==> src/rtl/prog_mem_loader.sv <==
`default_nettype none
// ============================================================================
// Module      : prog_mem_loader
// Description : Program memory for the 6-bit accumulator CPU. Storage comes
//               out of reset holding the built-in demo program and can be
//               rewritten word by word through a ready/valid load port. While
//               a load is in progress the CPU is held in reset so it never
//               fetches a partially written program.
// Config macro: PROG_MEM_LOADER_CSUM_EN - when defined, ld_csum carries the
//               running XOR of words written in the current/last load; when
//               undefined, there is no checksum register and ld_csum is 0.
// Ports       : clk       - system clock, all state on rising edge
//               rst_n     - asynchronous active-low reset
//               cpu_addr  - CPU fetch address (6 bits, full-width compare)
//               cpu_data  - fetched word (0 while CPU is held)
//               cpu_hold  - 1 = keep CPU in reset (load in progress)
//               ld_start  - pulse: begin (or restart) a load at address 0
//               ld_valid  - ld_data carries a word to write
//               ld_data   - word to write
//               ld_last   - qualifies ld_valid: final word of the load
//               ld_ready  - block accepts a word this cycle
//               ld_done   - 1-cycle pulse: load finished
//               ld_csum   - XOR checksum of words written
// Revision    : 1.0 - initial release
// ============================================================================
module prog_mem_loader #(
    parameter int DEPTH = 16,
    parameter int WIDTH = 6
) (
    input  logic             clk,
    input  logic             rst_n,
    input  logic [5:0]       cpu_addr,
    output logic [WIDTH-1:0] cpu_data,
    output logic             cpu_hold,
    input  logic             ld_start,
    input  logic             ld_valid,
    input  logic [WIDTH-1:0] ld_data,
    input  logic             ld_last,
    output logic             ld_ready,
    output logic             ld_done,
    output logic [WIDTH-1:0] ld_csum
);

    localparam int PTR_W = (DEPTH > 1) ? $clog2(DEPTH) : 1;
    localparam logic [PTR_W-1:0] c_last_ptr = PTR_W'(DEPTH - 1);
    localparam logic [6:0]       c_depth    = 7'(DEPTH);
    localparam logic [WIDTH-1:0] c_unmapped = WIDTH'(6'h3C);

    typedef enum logic [1:0] {
        ST_IDLE = 2'd0,
        ST_LOAD = 2'd1,
        ST_DONE = 2'd2
    } state_t;

    // Built-in demo program image restored on every reset.
    function automatic logic [WIDTH-1:0] demo_word(input int idx);
        case (idx)
            0:       return WIDTH'(1);
            1:       return WIDTH'(2);
            2:       return WIDTH'(16);
            3:       return WIDTH'(4);
            4:       return WIDTH'(0);
            5:       return WIDTH'(5);
            6:       return WIDTH'(63);
            7:       return WIDTH'(3);
            8:       return WIDTH'(7);
            default: return '0;
        endcase
    endfunction

    state_t           r_state;
    logic [PTR_W-1:0] r_ptr;
    logic             r_hold;
    logic             r_ready;
    logic             r_done;
    logic [WIDTH-1:0] r_mem [DEPTH];

    logic w_accept;
    logic w_end_load;
    logic w_in_range;

    // A same-cycle ld_start restarts the load, so its ld_valid word is dropped.
    assign w_accept   = (r_state == ST_LOAD) && ld_valid && !ld_start;
    // Load ends on the tagged last word or on the final address, whichever first.
    assign w_end_load = ld_last || (r_ptr == c_last_ptr);
    // Full 6-bit compare: addresses >= DEPTH never alias onto real words.
    assign w_in_range = ({1'b0, cpu_addr} < c_depth);

    always_ff @(posedge clk or negedge rst_n) begin
        if (!rst_n) begin
            r_state <= ST_IDLE;
            r_ptr   <= '0;
            r_hold  <= 1'b0;
            r_ready <= 1'b0;
            r_done  <= 1'b0;
            for (int i = 0; i < DEPTH; i++) begin
                r_mem[i] <= demo_word(i);
            end
        end else begin
            case (r_state)
                ST_IDLE: begin
                    if (ld_start) begin
                        r_state <= ST_LOAD;
                        r_ptr   <= '0;
                        r_hold  <= 1'b1;
                        r_ready <= 1'b1;
                    end
                end
                ST_LOAD: begin
                    if (ld_start) begin
                        r_ptr <= '0;
                    end else if (w_accept) begin
                        r_mem[r_ptr] <= ld_data;
                        if (w_end_load) begin
                            // Pointer stays put: it never wraps past DEPTH-1.
                            r_state <= ST_DONE;
                            r_ready <= 1'b0;
                            r_done  <= 1'b1;
                        end else begin
                            r_ptr <= r_ptr + 1'b1;
                        end
                    end
                end
                ST_DONE: begin
                    r_state <= ST_IDLE;
                    r_hold  <= 1'b0;
                    r_done  <= 1'b0;
                end
                default: begin
                    r_state <= ST_IDLE;
                    r_hold  <= 1'b0;
                    r_ready <= 1'b0;
                    r_done  <= 1'b0;
                end
            endcase
        end
    end

    assign cpu_hold = r_hold;
    assign ld_ready = r_ready;
    assign ld_done  = r_done;

    always_comb begin
        cpu_data = '0;
        if (!r_hold) begin
            cpu_data = w_in_range ? r_mem[cpu_addr[PTR_W-1:0]] : c_unmapped;
        end
    end

`ifdef PROG_MEM_LOADER_CSUM_EN
    logic             w_clear;
    logic [WIDTH-1:0] r_csum;

    // Checksum clears whenever a load (re)starts; ld_start in DONE is ignored.
    assign w_clear = ld_start && (r_state != ST_DONE);

    always_ff @(posedge clk or negedge rst_n) begin
        if (!rst_n) begin
            r_csum <= '0;
        end else if (w_clear) begin
            r_csum <= '0;
        end else if (w_accept) begin
            r_csum <= r_csum ^ ld_data;
        end
    end

    assign ld_csum = r_csum;
`else
    assign ld_csum = '0;
`endif

endmodule
`default_nettype wire

==> config.mk <==
export PLATFORM = sky130hd
export DESIGN_NAME = prog_mem_loader
export DESIGN_NICKNAME = d
export VERILOG_FILES = /design/src/rtl/prog_mem_loader.sv
export SDC_FILE = /design/constraint.sdc
export NUM_CORES = 1
export LEC_CHECK = 0
export CORE_MARGIN = 4
export CORE_UTILIZATION = 54
export CTS_CLUSTER_DIAMETER = 60
export DETAILED_ROUTE_END_ITERATION = 12
export PLACE_DENSITY = 0.74
export SYNTH_ARGS = -nofsm -noshare
export SYNTH_HDL_FRONTEND = slang
export SYNTH_SLANG_ARGS = --single-unit
==> constraint.sdc <==
create_clock -name clk -period 4.51 [get_ports clk]
set_clock_uncertainty 0.1 [all_clocks]
set_input_delay 0.6765 -clock clk [delete_from_list [all_inputs] [get_ports clk]]
set_output_delay 0.6765 -clock clk [all_outputs]
set_load 0.01 [all_outputs]
==> metrics.txt, run 1 <==
# TYPE chip_impl_metric gauge
chip_impl_metric{name="power_switching_share",unit="%"} 25.8
chip_impl_metric{name="floorplan.die.width",unit="µm"} 106
chip_impl_metric{name="final_max_slew_viol_count",unit=""} 0
chip_impl_metric{name="max_slew.worst_pin.slew",unit="ns"} 0.999
chip_impl_info{name="cp-start-kind",value="primary input"} 1
chip_impl_metric{name="grt_max_degree",unit=""} 82
chip_impl_metric{name="cp_data_required_time",unit="ns"} 3.73
chip_impl_info{name="cpLargestDelayFamily",value="buffers and inverters"} 1
chip_impl_metric{name="grt_antenna_before_repair",unit=""} 0
chip_impl_info{name="critical_path.reg2reg.endpoint",value="r_mem[53]"} 1
chip_impl_metric{name="power.ir.vdd_worst",unit="mV"} 0.148
chip_impl_metric{name="vias_in_the_first_global_route",unit=""} 3087
chip_impl_metric{name="clk_path_buf_depth",unit=""} 2
chip_impl_metric{name="synthDominantCellAreaShare",unit="%"} 42.2
chip_impl_metric{name="clock.fmax",unit="MHz"} 256
chip_impl_metric{name="num_antenna_cells",unit=""} 0
chip_impl_info{name="worst_setup_path_end_kind",value="output port"} 1
chip_impl_metric{name="synth_cells",unit=""} 369
chip_impl_metric{name="share_of_total_power_in_the_clock_network",unit="%"} 32.0
chip_impl_metric{name="cts_resized",unit=""} 0
chip_impl_metric{name="pwr-share-comb",unit="%"} 12.9
chip_impl_metric{name="dr.first_iter.drc_count",unit=""} 131
chip_impl_metric{name="cts.reportedPaths.clkPinSlew",unit="ns"} 0.10
chip_impl_info{name="crit_path_cell_trace",value="clkdlybuf4s50_1 > buf_4 > mux4_2 > mux2i_1 > a2111oi_2 > clkdlybuf4s50_1"} 1
chip_impl_info{name="postSynth.topFlopCell",value="dfrtp_1"} 1
chip_impl_metric{name="numPortBuffers",unit=""} 25
chip_impl_metric{name="synth_edf_count",unit=""} 0
chip_impl_metric{name="fin_crit",unit="ns"} 3.91
chip_impl_metric{name="postSynth.asyncResetShare",unit="%"} 100
chip_impl_metric{name="wire_length_of_the_first_global_routing_pass",unit="µm"} 16800
chip_impl_metric{name="worst_ep_arrival_time",unit="ns"} 3.13
chip_impl_metric{name="critical-path-max-stage-delay",unit="ns"} 0.83
chip_impl_info{name="cpMostUsedCell",value="clkdlybuf4s50_1"} 1
chip_impl_metric{name="cts_post_setup_buffers_inserted",unit=""} 0
chip_impl_metric{name="areaGrowthSynthToFinish",unit="%"} 9.70
chip_impl_info{name="synth_top_cell_by_area",value="dfrtp_1"} 1
chip_impl_metric{name="pwr-share-seq",unit="%"} 55.1
chip_impl_metric{name="timing.final.hold_violations",unit=""} 0
chip_impl_info{name="rsz_0062_raised_after_global_routing",value="no"} 1
chip_impl_metric{name="period_share",unit="%"} 86.6
chip_impl_info{name="critical-path-slowest-cell",value="clkdlybuf4s50_1"} 1
chip_impl_metric{name="crit_path_max_fanout",unit=""} 12
chip_impl_metric{name="p_total",unit="W"} 0.00188
chip_impl_info{name="synth_top_cells_by_area",value="dfrtp_1 42%, mux2_2 20%, dfstp_2 8.6%, mux4_2 5.2%, mux2i_1 5.0%"} 1
chip_impl_metric{name="globalRoute.totalOverflow",unit=""} 0
chip_impl_metric{name="routed_wl",unit="µm"} 10400
chip_impl_metric{name="detailedPlacementHpwl",unit="µm"} 7260
chip_impl_metric{name="netlist-cell-type-count",unit=""} 42
chip_impl_metric{name="finish.net_count",unit=""} 412
chip_impl_metric{name="vias",unit=""} 3061
chip_impl_metric{name="die_area",unit="µm²"} 11300
chip_impl_metric{name="postRouteAntennaNets",unit=""} 0
chip_impl_metric{name="intPower",unit="W"} 0.00140
chip_impl_metric{name="fin_setup_tns",unit="ns"} 0
chip_impl_metric{name="ios",unit=""} 32
chip_impl_metric{name="setup.reg_to_reg.worst_slack",unit="ns"} 2.66
chip_impl_metric{name="die_height",unit="µm"} 106
chip_impl_metric{name="max_slew_margin",unit="%"} 33.4
chip_impl_metric{name="ctsHoldBuffers",unit=""} 0
chip_impl_metric{name="drt-wirelength-per-cell",unit="µm"} 19.9
chip_impl_info{name="synth.most_common_cell",value="mux2_2"} 1
chip_impl_info{name="cts_tree",value="done"} 1
chip_impl_metric{name="clock_insertion_delay_worst_skew",unit="ns"} 0.36
chip_impl_metric{name="p_leak",unit="nW"} 2.77
chip_impl_metric{name="total_track_usage",unit="%"} 19.7
chip_impl_metric{name="clock-sinks",unit=""} 105
chip_impl_info{name="status",value="finished, final reports clean"} 1
chip_impl_metric{name="gp_routability_congestion",unit=""} 0.812
chip_impl_metric{name="critical_path_buf_inv_count",unit=""} 3
chip_impl_metric{name="setup-violations-final",unit=""} 0
chip_impl_metric{name="max_cap_violations",unit=""} 0
chip_impl_metric{name="ys_seq_area_share",unit="%"} 50.8
chip_impl_metric{name="placementRows",unit=""} 35
chip_impl_info{name="crit_start",value="cpu_addr[0]"} 1
chip_impl_metric{name="floorplan.initialDensity",unit="%"} 55.9
chip_impl_metric{name="drtPass1Iterations",unit=""} 4
chip_impl_metric{name="rr_worst_depth",unit=""} 3
chip_impl_metric{name="via_per_inst",unit=""} 5.83
chip_impl_metric{name="syn-cell-area",unit="µm²"} 5210
chip_impl_info{name="hp-class",value="in2async"} 1
chip_impl_metric{name="post_synth.cell_area_avg",unit="µm²"} 14.1
chip_impl_metric{name="htreeDepth",unit=""} 3
chip_impl_metric{name="synth.yosys.warnings",unit=""} 0
chip_impl_metric{name="power.switching",unit="W"} 0.000485
chip_impl_info{name="root_buffer",value="clkbuf_8"} 1
chip_impl_info{name="yosys-top-cells-count",value="94 x mux2_2, 88 x dfrtp_1, 26 x mux2i_1"} 1
chip_impl_metric{name="number_of_register_bits_inferred_by_synthesis",unit=""} 105
chip_impl_info{name="critPathKind",value="in2out"} 1
chip_impl_metric{name="core-area",unit="µm²"} 9330
chip_impl_metric{name="share_of_cells_above_drive_strength_1",unit="%"} 43.4
chip_impl_info{name="critical_path.reg2reg.startpoint",value="r_ptr[3]"} 1
chip_impl_metric{name="total_drc_errors_in_the_routed_layout",unit=""} 0
chip_impl_metric{name="power_density",unit="nW/µm²"} 329
chip_impl_metric{name="cts-buffers-inserted",unit=""} 9
==> area by class of cell <==
type,count,area (µm²)
fill,736,3610
tap,129,161
inverter,4,15.0
clock inverter,5,61.3
timing repair buffer,30,280
clock buffer,11,141
sequential,105,2650
multi-input combinational,241,2410
==> metal layers <==
metal / global-route usage (%) / routed length, µm / vias up
met1: 28.6 / 4990 / 1597
met4: 8.14 / 255 / 0
met3: 2.55 / 315 / 17
met5: 0 / 0 / -
met2: 30.0 / 4880 / 68
li1: - / - / 1379
==> worst max path at each step <==
| stage | to | slack [ns] | cells past startpoint |
|---|---|---|---|
| floorplan | cpu_data[3] | 1.95 | 6 |
| global route | cpu_data[0] | 0.51 | 6 |
| finish | cpu_data[0] | 0.60 | 6 |
| global placement | cpu_data[0] | 0.65 | 6 |
| CTS | cpu_data[0] | 0.62 | 6 |
| detailed placement | cpu_data[0] | 0.62 | 6 |
==> placed cells by master, fill, tap and decap left out, drive strengths merged, types with 4 or more instances in the layout <==
master,synthesis,final
clkbuf,7,11
a22oi,4,4
dfrtp,88,88
nand4,5,5
ha,4,4
clkdlybuf4s50,0,23
a211oi,6,6
inv,4,7
mux2i,26,26
a21oi,7,7
dfstp,17,17
and2,7,7
conb,1,6
mux2,96,96
mux4,12,12
nand2,21,21
buf,17,7
nand3,10,10
nor2b,5,5
o22ai,4,4
nor2,7,7
==> per-stage QoR <==
| stage | instance area, µm² | cells | util (%) | hold slack (ns) | worst slack (ns) |
|---|---|---|---|---|---|
| floorplan | 5230 | 374 | - | 0.281 | 1.95 |
| finish | 5720 | 525 | 61.3 | 0.372 | 0.604 |
| detailed placement | 5520 | 509 | 59.1 | 0.379 | 0.624 |
| global route | 5720 | 525 | 61.3 | 0.419 | 0.506 |
| CTS | 5720 | 525 | 61.3 | 0.400 | 0.618 |
| global placement | 5520 | 509 | 59.1 | 0.378 | 0.646 |
==> flip-flops by register name, indices dropped and copies added (netlist names) <==
name / cells
r_state: 2
ld_ready: 1
r_mem: 96
ld_done: 1
cpu_hold: 1
r_ptr: 4
==> cells by family (layout without fill, tap and decap cells) <==
logic type                 Yosys count  after routing  share of synthesized area [%]
other                                1              6                         0.0719
AOI/OAI and AO/OA                   30             30                           4.03
xor gates and xnor gates             1              1                          0.168
and+or+nand+nor                     66             66                           9.74
DFF                                105            105                           50.8
adders and majority gates            4              4                          0.960
muxes                              134            134                           30.9
buffers and inverters               28             50                           3.31
==> power groups by stage <==
stage / Sequential (W) / Clock, W / Combinational, W
finish: 0.00104 / 0.000602 / 0.000243
global route: 0.00104 / 0.000654 / 0.000264
CTS: 0.00104 / 0.000616 / 0.000246
detailed placement: 0.00105 / 0 / 0.000245
global placement: 0.00105 / 0 / 0.000240
floorplan: 0.00104 / 0 / 0.000142
Power figures use the tool's default switching activity.
==> run 2: changes to the inputs <==
Settings changed: CAP_MARGIN set to 25.
==> metrics.txt, run 2 (synthesized netlist as in run 1, its figures left out) <==
# TYPE chip_impl_metric gauge
chip_impl_info{name="status",value="finished, final reports clean"} 1
chip_impl_info{name="rsz_0062_raised_after_global_routing",value="no"} 1
chip_impl_metric{name="grt_antenna_before_repair",unit=""} 0
chip_impl_metric{name="clock-sinks",unit=""} 105
chip_impl_metric{name="detailedPlacementHpwl",unit="µm"} 7260
chip_impl_metric{name="p_leak",unit="nW"} 2.79
chip_impl_metric{name="cts.reportedPaths.clkPinSlew",unit="ns"} 0.09
chip_impl_metric{name="cp_data_required_time",unit="ns"} 3.73
chip_impl_metric{name="setup-violations-final",unit=""} 0
chip_impl_metric{name="die_area",unit="µm²"} 11300
chip_impl_metric{name="max_cap_violations",unit=""} 0
chip_impl_metric{name="total_track_usage",unit="%"} 19.7
chip_impl_metric{name="power.ir.vdd_worst",unit="mV"} 0.146
chip_impl_metric{name="areaGrowthSynthToFinish",unit="%"} 10.4
chip_impl_metric{name="max_slew_margin",unit="%"} 53.0
chip_impl_metric{name="core-area",unit="µm²"} 9330
chip_impl_metric{name="largest_reg_flops",unit=""} 96
chip_impl_metric{name="gp_routability_congestion",unit=""} 0.812
chip_impl_metric{name="crit_path_max_fanout",unit=""} 12
chip_impl_metric{name="postRouteAntennaNets",unit=""} 0
chip_impl_metric{name="timing.final.hold_violations",unit=""} 0
chip_impl_metric{name="floorplan.initialDensity",unit="%"} 55.9
chip_impl_metric{name="ios",unit=""} 32
chip_impl_metric{name="p_total",unit="W"} 0.00189
chip_impl_metric{name="wire_length_of_the_first_global_routing_pass",unit="µm"} 16800
chip_impl_metric{name="via_per_inst",unit=""} 5.85
chip_impl_metric{name="num_antenna_cells",unit=""} 0
chip_impl_metric{name="dp_slack",unit="ns"} 0.624
chip_impl_metric{name="n_fill_cell",unit=""} 733
chip_impl_metric{name="die_height",unit="µm"} 106
chip_impl_metric{name="placementRows",unit=""} 35
chip_impl_metric{name="vias_in_the_first_global_route",unit=""} 3087
chip_impl_info{name="layout_common_cells",value="94 x mux2_2, 88 x dfrtp_1, 26 x mux2i_1"} 1
chip_impl_metric{name="share_of_cells_above_drive_strength_1",unit="%"} 43.5
chip_impl_info{name="root_buffer",value="clkbuf_8"} 1
chip_impl_info{name="worst_setup_path_end_kind",value="output port"} 1
chip_impl_metric{name="cts_post_setup_buffers_inserted",unit=""} 0
chip_impl_metric{name="numPortBuffers",unit=""} 25
chip_impl_metric{name="grt_max_degree",unit=""} 82
chip_impl_metric{name="layout_setup_ws",unit="ns"} 0.608
chip_impl_metric{name="period_share",unit="%"} 86.5
chip_impl_metric{name="drtPass1Iterations",unit=""} 4
chip_impl_metric{name="drt-wirelength-per-cell",unit="µm"} 19.9
chip_impl_metric{name="worst_ep_arrival_time",unit="ns"} 3.13
chip_impl_metric{name="final_max_slew_viol_count",unit=""} 0
chip_impl_metric{name="finish.net_count",unit=""} 414
chip_impl_metric{name="fin_setup_tns",unit="ns"} 0
chip_impl_metric{name="rr_worst_depth",unit=""} 3
chip_impl_metric{name="power_density",unit="nW/µm²"} 328
chip_impl_metric{name="fin_crit",unit="ns"} 3.90
chip_impl_metric{name="critical-path-max-stage-delay",unit="ns"} 0.83
chip_impl_metric{name="clock_insertion_delay_worst_skew",unit="ns"} 0.37
chip_impl_info{name="biggest_regs",value="r_mem: 96 flops, r_ptr: 4 flops, r_state: 2 flops"} 1
chip_impl_metric{name="min_delay_path_depth",unit=""} 1
chip_impl_metric{name="total_drc_errors_in_the_routed_layout",unit=""} 0
chip_impl_info{name="cpMostUsedCell",value="clkdlybuf4s50_1"} 1
chip_impl_info{name="cp-start-kind",value="primary input"} 1
chip_impl_metric{name="globalRoute.totalOverflow",unit=""} 0
chip_impl_metric{name="vias",unit=""} 3083
chip_impl_metric{name="cts-buffers-inserted",unit=""} 9
chip_impl_info{name="critPathKind",value="in2out"} 1
chip_impl_info{name="hp-class",value="reg2reg"} 1
chip_impl_info{name="crit_path_cell_trace",value="clkdlybuf4s50_1 > buf_4 > mux4_2 > mux2i_1 > a2111oi_2 > clkdlybuf4s50_1"} 1
chip_impl_metric{name="floorplan.die.width",unit="µm"} 106
chip_impl_metric{name="dr.first_iter.drc_count",unit=""} 131
chip_impl_info{name="layout_commonest_cell",value="mux2_2"} 1
chip_impl_metric{name="htreeDepth",unit=""} 3
chip_impl_metric{name="clk_path_buf_depth",unit=""} 2
chip_impl_metric{name="clock.fmax",unit="MHz"} 256
chip_impl_metric{name="routed_wl",unit="µm"} 10500
chip_impl_info{name="top_register",value="r_mem"} 1
chip_impl_info{name="cts_tree",value="done"} 1
chip_impl_info{name="critical-path-slowest-cell",value="clkdlybuf4s50_1"} 1
chip_impl_metric{name="max_slew.worst_pin.slew",unit="ns"} 0.703
==> run 2: cell types whose count changed in the layout (fill, tap and decap cells not counted) <==
cell	delta
dlygate4sd3_1	+1
buf_16	+1
==> run 2: repair_timing <==
action,4_1_cts,5_1_grt
hold endpoints to repair,0,4
resized for setup,0,0
hold buffers,0,1
==> run 2: report_power, final <==
part / total, W / internal (W) / switching [W]
clock network: 0.000603 / 0.000278 / 0.000325
logic: 0.000247 / 0.000124 / 0.000123
registers: 0.00104 / 0.000998 / 0.0000378
==> run 2: final timing paths <==
path                             startpoint     endpoint  slack [ns]
worst max-delay path            cpu_addr[0]  cpu_data[0]        0.61
worst min-delay path              r_mem[73]    r_mem[73]        0.40
worst max register to register     r_ptr[2]    r_mem[51]        2.66
worst min register to register    r_mem[73]    r_mem[73]        0.40
max in group asynchronous             rst_n    r_mem[43]        2.77
min in group asynchronous             rst_n    r_mem[76]        0.55
==> run 2: final cells by class <==
type | count | area [µm²] | area share (%)
clock buffer | 11 | 141 | 2.46
inverter | 4 | 15.0 | 0.261
clock inverter | 5 | 61.3 | 1.06
tap | 129 | 161 | 2.80
multi-input combinational | 241 | 2410 | 41.9
timing repair buffer | 32 | 318 | 5.52
sequential | 105 | 2650 | 46.0
==> run 2: routing by layer <==
| layer | global-route usage [%] | wire length, µm | share of wire [%] |
|---|---|---|---|
| met3 | 2.55 | 313 | 3.0 |
| met2 | 30.0 | 4980 | 48 |
| met4 | 8.14 | 186 | 1.8 |
| met1 | 28.6 | 4990 | 48 |
| met5 | 0 | 0 | 0 |
==> run 2: through the flow <==
| step | utilization (%) | std cells | area, µm² | hold slack [ns] |
|---|---|---|---|---|
| 6_report | 61.7 | 527 | 5760 | 0.399 |
| 5_1_grt | 61.7 | 527 | 5760 | 0.419 |
| 4_1_cts | 61.3 | 525 | 5720 | 0.400 |
| 3_5_place_dp | 59.1 | 509 | 5520 | 0.379 |
| 3_3_place_gp | 59.1 | 509 | 5520 | 0.378 |
| 2_1_floorplan | - | 374 | 5230 | 0.281 |
==> run 2: critical path: cells and delay by family <==
kind	cells	cell delay [ns]
AO/OA/AOI/OAI	1	0.11
multiplexers	2	0.75
buffers and inverters	3	1.59
==> RTL edit: new RTL, flow settings as in run 2 <==
Set the parameter `DEPTH` to 8 (it was 16).
--- a/src/rtl/prog_mem_loader.sv
+++ b/src/rtl/prog_mem_loader.sv
@@ -25,5 +25,5 @@
 // ============================================================================
 module prog_mem_loader #(
-    parameter int DEPTH = 16,
+    parameter int DEPTH = 8,
     parameter int WIDTH = 6
 ) (
Formal check against the unedited RTL: not equivalent (Yosys sat finds a counterexample within 4 cycles, from zero or initial values and one cycle with rst_n low).
==> RTL edit against run 2 <==
Die area is 44% lower; non-clock buffer count is 4 lower; sequential share of layout area is 0.56 points lower; sequential cell count is 49 lower; via count is 45% lower; register-to-register slack worse by 0.57 ns; first-iteration DRC count is 21% higher; area after synthesis is 47% lower; cell count is 46% lower; clock power is 57% lower; routed wire length is 47% lower; final area is 46% lower; worst setup slack better by 0.45 ns; power is 45% lower; critical path type unchanged; largest power group unchanged.
==> RTL edit: results <==
set metrics [dict create \
    worst_slack_ns 1.06 \
    p_leak_nw 1.36 \
    p_int_w 0.000773 \
    clk_latency_ns 0.30 \
    cp_max_fo 14 \
    r2r_start "r_state[1]" \
    ir_drop_uv 223 \
    synth-adder-area-share_pct 0.908 \
    status "finished clean" \
    dpl_cell_area_um2 3040 \
    hp-class "input port to async pin" \
    largestRegisters "r_mem x48, r_ptr x3, r_state x2" \
    cp-endpoint "cpu_data[3]" \
    avgSynthCellArea_um2 14.2 \
    yosysSeqAreaShare_pct 51.5 \
    grt_use_met3_pct 3.39 \
    finalNonFillerCells 287 \
    yosys-mux-area-fraction_pct 30.5 \
    timing.slew.headroom_pct 54.7 \
    nFillCells 362 \
    drtIter0Drc 158 \
    placed_cells 279 \
    hpwl_um 3980 \
    p_seq_share_pct 57.6 \
    use_met1_pct 26.5 \
    groute.layer.met2.usage_pct 33.6 \
    critPathLaunch "cpu_addr[1]" \
    p_clk_w 0.000260 \
    synth_xor_area_share_pct 0 \
    grt_usage_pct 20.2 \
    viasPerCell 5.90 \
    cts_buffers 5 \
    yosys-top-cells-area "dfrtp_1 38%, mux2_2 23%, dfstp_2 13%" \
    arrival_ns 2.67 \
    synthDistinctLibCells 35 \
    grt_start_max_net_pins 57 \
    totalWireLength_um 5510 \
    grt_pass1_vias 1905 \
    pre_cts_ws_ns 1.02 \
]
[RTL edit: cell types whose count changed after synthesis, sizes merged, moves of 6 or more]
| cell | before | now |
|---|---|---|
| nand3 | 10 | 1 |
| a211oi | 6 | 0 |
| mux2 | 96 | 57 |
| and2 | 7 | 0 |
| dfrtp | 88 | 42 |
| nand2 | 21 | 6 |
| buf | 17 | 10 |
| mux2i | 26 | 2 |
[RTL edit: layout make-up]
type                       count  area (um^2)  area share (%)
sequential                    56         1420            45.5
multi-input combinational    126         1260            40.3
timing repair buffer          28          268            8.58
tap                           67         83.8            2.69
clock buffer                   6         72.6            2.32
clock inverter                 2         12.5           0.401
inverter                       2         7.51           0.240
[RTL edit: routing by layer]
metal	routed length (um)	vias to the layer above
li1	-	763
met1	2380	873
met2	2840	43
met3	164	14
met4	125	0
met5	0	-
[RTL edit: critical path, cell delays in order]
cell and delay, ns:
clkdlybuf4s50_1 0.86, mux4_2 0.32, nand2b_1 0.07, a31oi_1 0.17, clkdlybuf4s50_1 0.57
